==> src/rtl/mole_controller.sv <==
`default_nettype none
`timescale 1ns/1ps
// ============================================================================
// Module      : mole_controller
// Description : Whack-a-mole round engine. Lights one pseudo-random mole per
//               round and judges button presses, emitting hit/timeout strobes.
// Revision    : 1.0 - initial release
// ============================================================================
module mole_controller #(
    parameter int          TICK_CYCLES = 100000,
    parameter int          GAP_MS      = 250,
    parameter int          UP_MS_0     = 1500,
    parameter int          UP_MS_1     = 1000,
    parameter int          UP_MS_2     = 700,
    parameter int          UP_MS_3     = 450,
    parameter logic [15:0] LFSR_SEED   = 16'hACE1
) (
    input  logic       clk,
    input  logic       rst_n,
    input  logic       enable,
    input  logic [1:0] difficulty_level,
    input  logic [7:0] btn_hit,
    output logic [7:0] mole_leds,
    output logic [2:0] mole_index,
    output logic       hit_pulse,
    output logic       timeout_pulse
);

    localparam int                   c_presc_w   = (TICK_CYCLES > 1) ? $clog2(TICK_CYCLES) : 1;
    localparam logic [c_presc_w-1:0] c_presc_max = c_presc_w'(TICK_CYCLES - 1);
    localparam logic [15:0]          c_gap_ms    = 16'(GAP_MS);
    localparam logic [15:0]          c_up_ms_0   = 16'(UP_MS_0);
    localparam logic [15:0]          c_up_ms_1   = 16'(UP_MS_1);
    localparam logic [15:0]          c_up_ms_2   = 16'(UP_MS_2);
    localparam logic [15:0]          c_up_ms_3   = 16'(UP_MS_3);
    // Right-shift Galois mask for x^16 + x^14 + x^13 + x^11 + 1
    localparam logic [15:0]          c_lfsr_taps = 16'hB400;

    typedef enum logic [1:0] {
        S_IDLE = 2'd0,
        S_GAP  = 2'd1,
        S_UP   = 2'd2
    } state_t;

    state_t                 r_state;
    state_t                 w_state_next;
    logic [c_presc_w-1:0]   r_presc;
    logic [15:0]            r_ms;
    logic [15:0]            r_lfsr;
    logic [15:0]            w_lfsr_next;
    logic [7:0]             r_btn_prev;
    logic [7:0]             r_btn_rise;
    logic [2:0]             r_mole_index;
    logic [1:0]             r_diff;
    logic [7:0]             r_mole_leds;
    logic                   r_hit_pulse;
    logic                   r_timeout_pulse;

    logic                   w_tick;
    logic                   w_restart;
    logic [15:0]            w_up_ms;
    logic                   w_hit;
    logic                   w_expire;
    logic                   w_gap_done;
    logic [2:0]             w_cand;
    logic [2:0]             w_mole_sel;
    logic [2:0]             w_mole_next;
    logic [7:0]             w_leds_next;
    logic                   w_load_mole;
    logic                   w_hit_evt;
    logic                   w_timeout_evt;

    assign w_tick      = (r_presc == c_presc_max);
    assign w_lfsr_next = r_lfsr[0] ? ((r_lfsr >> 1) ^ c_lfsr_taps) : (r_lfsr >> 1);

    always_comb begin
        case (r_diff)
            2'd0:    w_up_ms = c_up_ms_0;
            2'd1:    w_up_ms = c_up_ms_1;
            2'd2:    w_up_ms = c_up_ms_2;
            default: w_up_ms = c_up_ms_3;
        endcase
    end

    assign w_hit      = (r_state == S_UP) && r_btn_rise[r_mole_index];
    assign w_expire   = (r_state == S_UP) && (r_ms == w_up_ms);
    assign w_gap_done = (r_state == S_GAP) && (r_ms == c_gap_ms);

    // Bump a repeated candidate so the same mole never comes up twice in a row
    assign w_cand     = r_lfsr[2:0];
    assign w_mole_sel = (w_cand == r_mole_index) ? (w_cand + 3'd1) : w_cand;

    always_ff @(posedge clk or negedge rst_n) begin
        if (!rst_n) begin
            r_state <= S_IDLE;
        end else begin
            r_state <= w_state_next;
        end
    end

    always_comb begin
        w_state_next  = r_state;
        w_load_mole   = 1'b0;
        w_hit_evt     = 1'b0;
        w_timeout_evt = 1'b0;
        if (!enable) begin
            w_state_next = S_IDLE;
        end else begin
            case (r_state)
                S_IDLE: w_state_next = S_GAP;
                S_GAP: begin
                    if (w_gap_done) begin
                        w_state_next = S_UP;
                        w_load_mole  = 1'b1;
                    end
                end
                S_UP: begin
                    if (w_hit) begin
                        w_state_next = S_GAP;
                        w_hit_evt    = 1'b1;
                    end else if (w_expire) begin
                        w_state_next  = S_GAP;
                        w_timeout_evt = 1'b1;
                    end
                end
                default: w_state_next = S_IDLE;
            endcase
        end
        w_mole_next = w_load_mole ? w_mole_sel : r_mole_index;
        w_leds_next = (w_state_next == S_UP) ? (8'd1 << w_mole_next) : 8'd0;
    end

    // Timebase restarts on every state entry and stays parked while idle
    assign w_restart = (w_state_next != r_state) || (r_state == S_IDLE);

    always_ff @(posedge clk or negedge rst_n) begin
        if (!rst_n) begin
            r_presc <= '0;
            r_ms    <= '0;
        end else if (w_restart) begin
            r_presc <= '0;
            r_ms    <= '0;
        end else if (w_tick) begin
            r_presc <= '0;
            r_ms    <= r_ms + 16'd1;
        end else begin
            r_presc <= r_presc + 1'b1;
        end
    end

    always_ff @(posedge clk or negedge rst_n) begin
        if (!rst_n) begin
            r_lfsr     <= LFSR_SEED;
            r_btn_prev <= '0;
            r_btn_rise <= '0;
        end else begin
            r_lfsr     <= w_lfsr_next;
            r_btn_prev <= btn_hit;
            r_btn_rise <= btn_hit & ~r_btn_prev;
        end
    end

    always_ff @(posedge clk or negedge rst_n) begin
        if (!rst_n) begin
            r_mole_index    <= '0;
            r_diff          <= '0;
            r_mole_leds     <= '0;
            r_hit_pulse     <= 1'b0;
            r_timeout_pulse <= 1'b0;
        end else begin
            r_mole_index    <= w_mole_next;
            if (w_load_mole) begin
                r_diff <= difficulty_level;
            end
            r_mole_leds     <= w_leds_next;
            r_hit_pulse     <= w_hit_evt;
            r_timeout_pulse <= w_timeout_evt;
        end
    end

    assign mole_leds     = r_mole_leds;
    assign mole_index    = r_mole_index;
    assign hit_pulse     = r_hit_pulse;
    assign timeout_pulse = r_timeout_pulse;

endmodule
`default_nettype wire

==> config.mk <==
export PLATFORM = sky130hd
export DESIGN_NAME = mole_controller
export DESIGN_NICKNAME = d
export VERILOG_FILES = /design/src/rtl/mole_controller.sv
export SDC_FILE = /design/constraint.sdc
export NUM_CORES = 1
export LEC_CHECK = 0
export ABC_AREA = 1
export CORE_MARGIN = 5
export CORE_UTILIZATION = 45
export CTS_CLUSTER_SIZE = 25
export DETAILED_ROUTE_END_ITERATION = 6
export GPL_TIMING_DRIVEN = 0
export PLACE_DENSITY_LB_ADDON = 0.05
export SYNTH_ARGS = -nofsm -noshare
export SYNTH_HDL_FRONTEND = slang
export SYNTH_SLANG_ARGS = --single-unit
==> constraint.sdc <==
create_clock -name clk -period 3.7 [get_ports clk]
set_clock_uncertainty 0.1 [all_clocks]
set_input_delay 0.74 -clock clk [delete_from_list [all_inputs] [get_ports clk]]
set_output_delay 0.74 -clock clk [all_outputs]
set_load 0.01 [all_outputs]
# After elaboration in Yosys (flattened, before gate mapping)
# Cells that the tools add are included.
# Widths: inputs -> output; s select.
[word_totals] mem_bits_ro=0 reg_bits=82 latchBits=0 mem_count=0 output_inout_bits=13 wordCells=62 ram_bits=0
[classes] order_cmp=1 reduce_logical=7 n_addsub=3 n_eq_ne=10 shift=1 bitwise=3 div_mod_pow=0 n_mux=26 multipliers=0
[ops] cell="$mux 16" n=3
[ops] cell="$mux 17" n=2
[ops] cell="$pmux 11 s3" n=1
[ops] cell="$add 17x1->17 const B" n=1
[ops] cell="$eq 17x17->1 const B" n=1
[ops] cell="$add 16x1->16 const B" n=1
[ops] cell="$eq 16x16->1" n=1
[ops] cell="$eq 16x8->1 const B" n=1
[ops] cell="$mux 1" n=11
[ops] cell="$and 8x8->8" n=1
[ops] cell="$mux 2" n=4
[ops] cell="$mux 8" n=1
[ops] cell="$not 8->8" n=1
[ops] cell="$shl 1x3->8 const A" n=1
[ops] cell="$eq 2x2->1 const B" n=3
[ops] cell="$mux 3" n=2
[ops] cell="$pmux 2 s3" n=1
[ops] cell="$eq 2x1->1 const B" n=2
[ops] cell="$logic_not 2->1" n=2
[ops] cell="$lt 3x4->1 const B" n=1
[ops] cell="$not 3->4" n=1
[ops] cell="$add 3x1->3 const B" n=1
[ops] cell="$bmux 1 s3" n=1
[ops] cell="$eq 3x3->1" n=1
[ops] cell="4 further kinds" n=6

# Depth between registers and ports, before layout
# Gate-level depths: netlist (run 1).
[depth] ltp_word=11 depth_mapped=15

# Worst setup path after synthesis (run 1)
# OpenSTA, ideal clock, no wires.
[synth_timing] kind="reg2reg" startpoint="reg r_diff[0]" endpoint="reg r_ms[3]" stages_incl_launch_ff=14 setup_ns=0.119 period_less_slack_ns=1.971 required_time_ns=3.481 arrival_ns=1.753 path_slack_ns=1.729 path_cell_list="dfrtp_1 inv_1 ha_1 o21ai_0 nand2_1 nor2_1 nand3_1 nand3_2 nand2_1 nand2_1 nand2_4 nand2_4 buf_6 nor2_1"
[synth_via] elab_chain_len=11 elab_cells_between_ends=14 classes_between="eq/ne (4); mux (6); reduce/logical (4)"
[synth_lines] item="from (decl)" line="54" text="logic [1:0] r_diff;"
[synth_lines] item="from (signal assigned)" line="173" text="r_diff <= difficulty_level;"
[synth_lines] item="$eq 2x2->1 (tied with other cells)" line="77" text="case (r_diff)"
[synth_lines] item="$pmux 11 s3 (*)" line="77"
[synth_lines] item="$eq 16x16->1 (*)" line="86" text="assign w_expire = (r_state == S_UP) && (r_ms == w_up_ms);"
[synth_lines] item="$logic_and 1x1->1 (*)" line="86"
[synth_lines] item="$mux 2 (*)" line="121" text="end else if (w_expire) begin"
[synth_lines] item="$mux 2 (*)" line="118" text="if (w_hit) begin"
[synth_lines] item="$pmux 2 s3 (*)" line="109" text="case (r_state)"
[synth_lines] item="$mux 2 (*)" line="106" text="if (!enable) begin"
[synth_lines] item="$ne 2x2->1 (*)" line="134" text="assign w_restart = (w_state_next != r_state) || (r_state == S_IDLE);"
[synth_lines] item="$logic_or 1x1->1 (*)" line="134"
[synth_lines] item="$mux 16 or $reduce_bool 2->1 (tied branches)"
[synth_lines] item="to (signal assigned)" line="145" text="r_ms <= r_ms + 16'd1;"
[synth_lines] item="to (decl)" line="48" text="logic [15:0] r_ms;"
# Every way passes the cells marked *; elsewhere a longest branch is shown, timed or not.
# A chain may end at the register's enable or synchronous reset.

# Worst setup path after layout (run 1)
# Ends and elaborated chain as after synthesis.

==> results of run 1 <==
## sequential cells by signal (all words and copies together) (netlist names)
| signal | flops |
|---|---|
| timeout_pulse | 1 |
| r_diff | 2 |
| mole_index | 3 |
| hit_pulse | 1 |
| r_lfsr | 16 |
| r_state | 2 |
| r_btn_rise | 8 |
| r_presc | 17 |
| r_btn_prev | 8 |
| r_ms | 16 |
| mole_leds | 8 |
## metrics by stage
stage | instance area [um^2] | utilization (%)
2_1_floorplan | 3880 | -
3_3_place_gp | 4260 | 51.3
3_5_place_dp | 4290 | 51.6
4_1_cts | 4460 | 53.7
5_1_grt | 4460 | 53.7
6_report | 4460 | 53.7
## cell usage in the layout, fill, tap and decap left out, types with 10 or more instances in the layout
cell type and count:
clkbuf_8 10, clkdlybuf4s50_1 24, dfrtp_1 74, inv_1 49, inv_2 10, nand2_1 87, nand3_1 25, nand4_1 19
nor2_1 70, o21ai_0 10, xor2_1 21
## final cells by class
cell class	count	area share, %
plain buffers	8	1.32
flip-flops and latches	82	46.3
inverters	59	4.97
clock inverters	3	0.533
clock buffers	13	3.34
multi-input cells	286	34.5
well taps	105	2.95
repair buffers	26	6.17
## synthesized netlist by cell type (5+ instances only)
cell type / count
xnor2_1: 6
nor2_1: 70
inv_1: 49
dfrtp_1: 74
nand4_1: 19
buf_2: 5
xor2_1: 21
o21ai_0: 10
nand3_1: 25
dfstp_2: 8
nor4_1: 8
inv_2: 10
ha_1: 7
nand2_1: 87
nor3_2: 8
## power breakdown
part / internal (W) / total, W / switching [W]
Combinational: 0.0000230 / 0.0000584 / 0.0000354
Sequential: 0.000906 / 0.000910 / 0.00000360
Clock: 0.000266 / 0.000583 / 0.000318
Total: 0.00119 / 0.00155 / 0.000357
## worst max path at each step
stage                     depth (start not counted)      start            to  slack [ps]
after floorplan                                  13  r_diff[0]       r_ms[3]        1730
after global placement                            1      rst_n  mole_leds[0]       -1130
after detailed placement                          9     enable  mole_leds[4]        1300
after CTS                                        13  r_diff[0]       r_ms[3]        1370
after global routing                             13  r_diff[0]       r_ms[3]        1150
final                                            13  r_diff[0]       r_ms[3]        1360
## routing by layer
metal | GRT usage [%] | vias up
li1 | - | 1453
met1 | 21.3 | 1386
met2 | 26.7 | 65
met3 | 4.53 | 8
met4 | 4.78 | 0
met5 | 0 | -
## critical path: cells and delay by family, from the launching register on
family,cells,cell delay [ps]
AOI/OAI and AO/OA,1,190
adders and majority gates,1,340
buffers and inverters,2,280
DFF,1,390
and+or+nand+nor,9,920
## cell families after synthesis
kind of cell               count (synthesis)  synth area share [%]
AOI/OAI and AO/OA                         14                  2.06
xor gates and xnor gates                  27                  6.10
adders and majority gates                  7                  2.26
buffers and inverters                     67                  7.23
DFF                                       82                  53.2
muxes                                      1                 0.258
and+or+nand+nor                          237                  28.9
==> reports/metrics.csv, run 1 <==
metric,value,unit
status,"finished, final reports clean",
YS warnings,0,
first-pass GRT wire length,13300,um
setup violators final,0,
crit-path max cell delay,390,ps
multi-input combinational cell area,1540,um^2
Hold Fails Final Rpt,0,
DP Worst Slack,1300,ps
relative slew slack,71.3,%
post_cts resized,0,
Worst Reg-to-Reg Cells,13,
power per cell area,348,nW/um^2
Register Area,2060,um^2
placed cell count,566,
leakage dissipation,2.06,nW
Setup crit start kind,register,
DRT Pass-1 Iters,4,
dpl hpwl,5560,um
number of global-route vias before repair,2893,
"Max stage delay cell, worst path",dfrtp_1,
Main synth FF type,dfrtp_1,
top cell type's share of synthesized area,47.7,%
Final min period,2340,ps
CP required,3830,ps
diode count,0,
vias per cell,5.00,
TNS Setup,0,ps
Die X,103,um
clock slew at reported path FFs,90,ps
DRC,0,
total power,0.00155,W
crit-path max FO,10,
remaining antenna violation count,0,
ys async rst share,100,%
"Seq/Total Area, Yosys",53.2,%
RePlAce Congestion,0.863,
Total Wirelength,7790,um
initial antenna violation count,0,
layout cells sized above 1,13.6,%
Mean Syn Cell Area,8.92,um^2
Crit Reg-Reg Startpoint,r_diff[0],
CTS tree,built,
Seq cells post-synth,82,
actual slew at the worst max-slew pin,431,ps
Setup Crit Path Kind,register to register,
largest net degree at the start of global routing,53,
Sinks on Clock Net,82,
final worst path period share,63.4,%
area growth from synthesis to layout,14.9,%
Hold Path Class,input pin to asynchronous set/reset pin,
CTS root buffer,clkbuf_8,
core area,8300,um^2
CP endpoint kind,register,
unique cell type count in the Yosys netlist,30,
CTS buffer count,9,
PnR worst setup slack,1360,ps
Post-synth EDFFs,0,
H-tree depth,3,
routed len/inst,13.4,um
Tot GR Track Use,16.3,%
met1 wire length,3530,um
Max Cap Viol,0,
Die Span Y,103,um
maximum vdd ir drop,0.000184,V
I/O Buffers,25,
top achievable clock speed,0.427,GHz
Netlist Area Pre-Place,3880,um^2
crit path cell chain,"inv_1, ha_1, o21ai_0, nand2_1, nor2_1, nand3_1, nand3_2, nand2_1, nand2_1, nand2_4, nand2_4, buf_6, nor2_1",
"Arr. time, crit path",2480,ps
Detail Route met3 WL,445,um
Worst-Skew Late Latency,350,ps
most used cell along the critical path,nand2_1,
setup repair after global routing missed its margin,false,
syn_nets,455,
Critical R2R Capture,r_ms[3],
Area contributors post-synth,"dfrtp_1 (48%), nand2_1 (8.4%), nor2_1 (6.8%), dfstp_2 (5.4%), inv_1 (4.7%)",
top layer used by detailed routing,met4,
Starting Density,46.7,%
grt total ovfl,0,
CTS max path bufs,2,
Post-CTS Setup Inserts,0,
met2 WL,3720,um
number of vias in the routed layout,2912,
r2r setup slk,1360,ps
CTS Hold Buffers Added,0,
IO Count,26,
"Net count, final",492,
Fin Hold WS,216,ps
leading area contributor after synthesis,dfrtp_1,
die area,10600,um^2
Final Slew Violations,0,
DRT iter0 DRCs,105,
Gate Count Post-Synth,435,
FILL cells,774,
Layout Cells excl Fill,582,
Rows,33,
Note: power is estimated with default switching activity, not from simulation.
==> run 2: changes to the inputs <==
==> constraint.sdc (replaced) <==
create_clock -name clk -period 2.4 [get_ports clk]
set_clock_uncertainty 0.1 [all_clocks]
set_input_delay 0.48 -clock clk [delete_from_list [all_inputs] [get_ports clk]]
set_output_delay 0.48 -clock clk [all_outputs]
set_load 0.01 [all_outputs]
==> run 2 against run 1 <==
  * Sequential power rose by 54%
  * Largest power group unchanged
  * Largest cell class unchanged
  * Clock-buffer cell count did not move
  * Non-clock buffer count rose by 2
==> reports/metrics.csv, run 2 (same netlist as run 1, synthesis figures left out) <==
metric,value,unit,change
status,"finished, final reports clean",,
Sinks on Clock Net,82,,unchanged
crit-path max FO,10,,unchanged
maximum vdd ir drop,0.000283,V,+54%
Tot GR Track Use,16.3,%,unchanged
hold endpoint,r_lfsr[2],,
Max Cap Viol,0,,unchanged
"most common cell after layout, fill and taps aside",nand2_1,,
diode count,0,,unchanged
CP required,2530,ps,-1300 ps
Starting Density,46.7,%,unchanged
RePlAce Congestion,0.863,,unchanged
Final min period,2240,ps,-102 ps
grt total ovfl,0,,unchanged
hold path depth,0,,
area growth from synthesis to layout,15.5,%,
Register Area,2060,um^2,unchanged
DRC,0,,unchanged
number of vias in the routed layout,2951,,+1.3%
leakage dissipation,2.06,nW,+0.40%
"Arr. time, crit path",2380,ps,-100 ps
Hold Path Origin,r_lfsr[3],,
Crit Reg-Reg Startpoint,r_diff[0],,
number of global-route vias before repair,2893,,unchanged
most flop-heavy register,r_presc,,
clock slew at reported path FFs,90,ps,about the same
CP endpoint kind,register,,
Total Wirelength,7800,um,+0.10%
"commonest cells after routing, fill and taps aside","nand2_1 (87), dfrtp_1 (74), nor2_1 (70)",,
dpl hpwl,5560,um,unchanged
largest net degree at the start of global routing,53,,unchanged
I/O Buffers,25,,unchanged
remaining antenna violation count,0,,unchanged
power per cell area,534,nW/um^2,+53%
IO Count,26,,unchanged
Worst Reg-to-Reg Cells,13,,unchanged
top achievable clock speed,0.446,GHz,+4.5%
Rows,33,,unchanged
setup violators final,0,,unchanged
FILL cells,771,,-0.39%
Setup Crit Path Kind,register to register,,
Final Util,54.0,%,+0.27 points
TNS Setup,0,ps,unchanged
crit-path max cell delay,380,ps,about the same
CTS buffer count,9,,unchanged
core area,8300,um^2,unchanged
top flop regs,"r_presc: 17 flops, r_lfsr: 16 flops, r_ms: 16 flops",,
r2r setup slk,160,ps,-1200 ps
crit path cell chain,"inv_1, ha_1, o21ai_1, nand2_1, nor2_1, nand3_2, nand3_2, nand2_1, nand2_1, nand2_4, nand2_4, buf_6, nor2_1",,
Critical R2R Capture,r_ms[3],,
Final Slew Violations,0,,unchanged
Worst-Skew Late Latency,360,ps,about the same
DRT iter0 DRCs,111,,+5.7%
max reg flops,17,,unchanged
first-pass GRT wire length,13300,um,unchanged
final worst path period share,93.4,%,+30 points
CTS tree,built,,
relative slew slack,71.1,%,-0.20 points
CTS root buffer,clkbuf_8,,
Hold Path Class,register to register,,
Die Span Y,103,um,unchanged
H-tree depth,3,,unchanged
Setup crit start kind,register,,
"Max stage delay cell, worst path",dfrtp_1,,
most used cell along the critical path,nand2_1,,
Die X,103,um,unchanged
actual slew at the worst max-slew pin,434,ps,+2.98 ps
vias per cell,5.05,,+0.99%
DRT Pass-1 Iters,4,,unchanged
layout cells sized above 1,14.0,%,+0.36 points
multi-input combinational cell area,1540,um^2,+0.33%
Hold Fails Final Rpt,0,,unchanged
die area,10600,um^2,unchanged
"Net count, final",494,,+0.41%
initial antenna violation count,0,,unchanged
routed len/inst,13.4,um,-0.24%
CTS max path bufs,2,,unchanged
-- run 2: cell count changes in the layout (fill, tap and decap cells not counted), sizes merged --
cell	before	now
buf	10	11
dlygate4sd3	0	1
-- run 2: worst max path at each step --
stage,slack [ps],cells past startpoint,endpoint,startpoint
2_1_floorplan,430,13,r_ms[3],r_diff[0]
3_3_place_gp,-2170,1,mole_leds[0],rst_n
3_5_place_dp,110,13,r_presc[5],r_diff[0]
4_1_cts,70,13,r_ms[3],r_diff[0]
5_1_grt,-0.7,13,r_ms[3],r_diff[0]
6_report,160,13,r_ms[3],r_diff[0]
-- run 2: area by class of cell --
type / count / area share, %
Sequential cell: 82 / 46.0
Clock inverter: 3 / 0.531
Multi-Input combinational cell: 286 / 34.4
Inverter: 59 / 4.94
Tap cell: 105 / 2.93
Timing Repair Buffer: 28 / 6.53
Clock buffer: 13 / 3.32
Buffer: 8 / 1.31
-- run 2: per-stage QoR --
step | hold slack [ps] | std cells | setup slack (ps) | total power (W) | instance area [um^2]
after floorplan | 84.4 | 435 | 429 | 0.00146 | 3880
after global placement | 237 | 565 | -2170 | 0.00152 | 4260
after detailed placement | 237 | 566 | 108 | 0.00152 | 4290
after CTS | 253 | 583 | 69.8 | 0.00243 | 4470
after global routing | 263 | 584 | -0.659 | 0.00252 | 4480
final | 252 | 584 | 157 | 0.00239 | 4480
-- run 2: worst max-delay path, delay by kind of cell (launching register included) --
family,cells,cell delay [ps]
flops,1,380
buf+inv,2,270
compound gates,1,160
fa+ha+maj,1,340
simple gates,9,880
-- run 2: power breakdown --
part           total (W)  internal [W]  switching, W
clock           0.000898      0.000409      0.000488
sequential       0.00140       0.00140    0.00000553
combinational  0.0000914     0.0000365     0.0000549
-- run 2: timing repair --
item,4_1_cts,5_1_grt
hold endpoints to repair,30,0
setup endpoints to repair,0,30
resized for setup,0,2
hold buffers,1,0
setup buffers,0,1
-- run 2: routing by layer --
layer	vias up	GRT usage, %	routed length, um
li1	1459	-	-
met1	1412	21.3	3560
met2	72	26.7	3700
met3	8	4.53	442
met4	0	4.78	98
met5	-	0	0
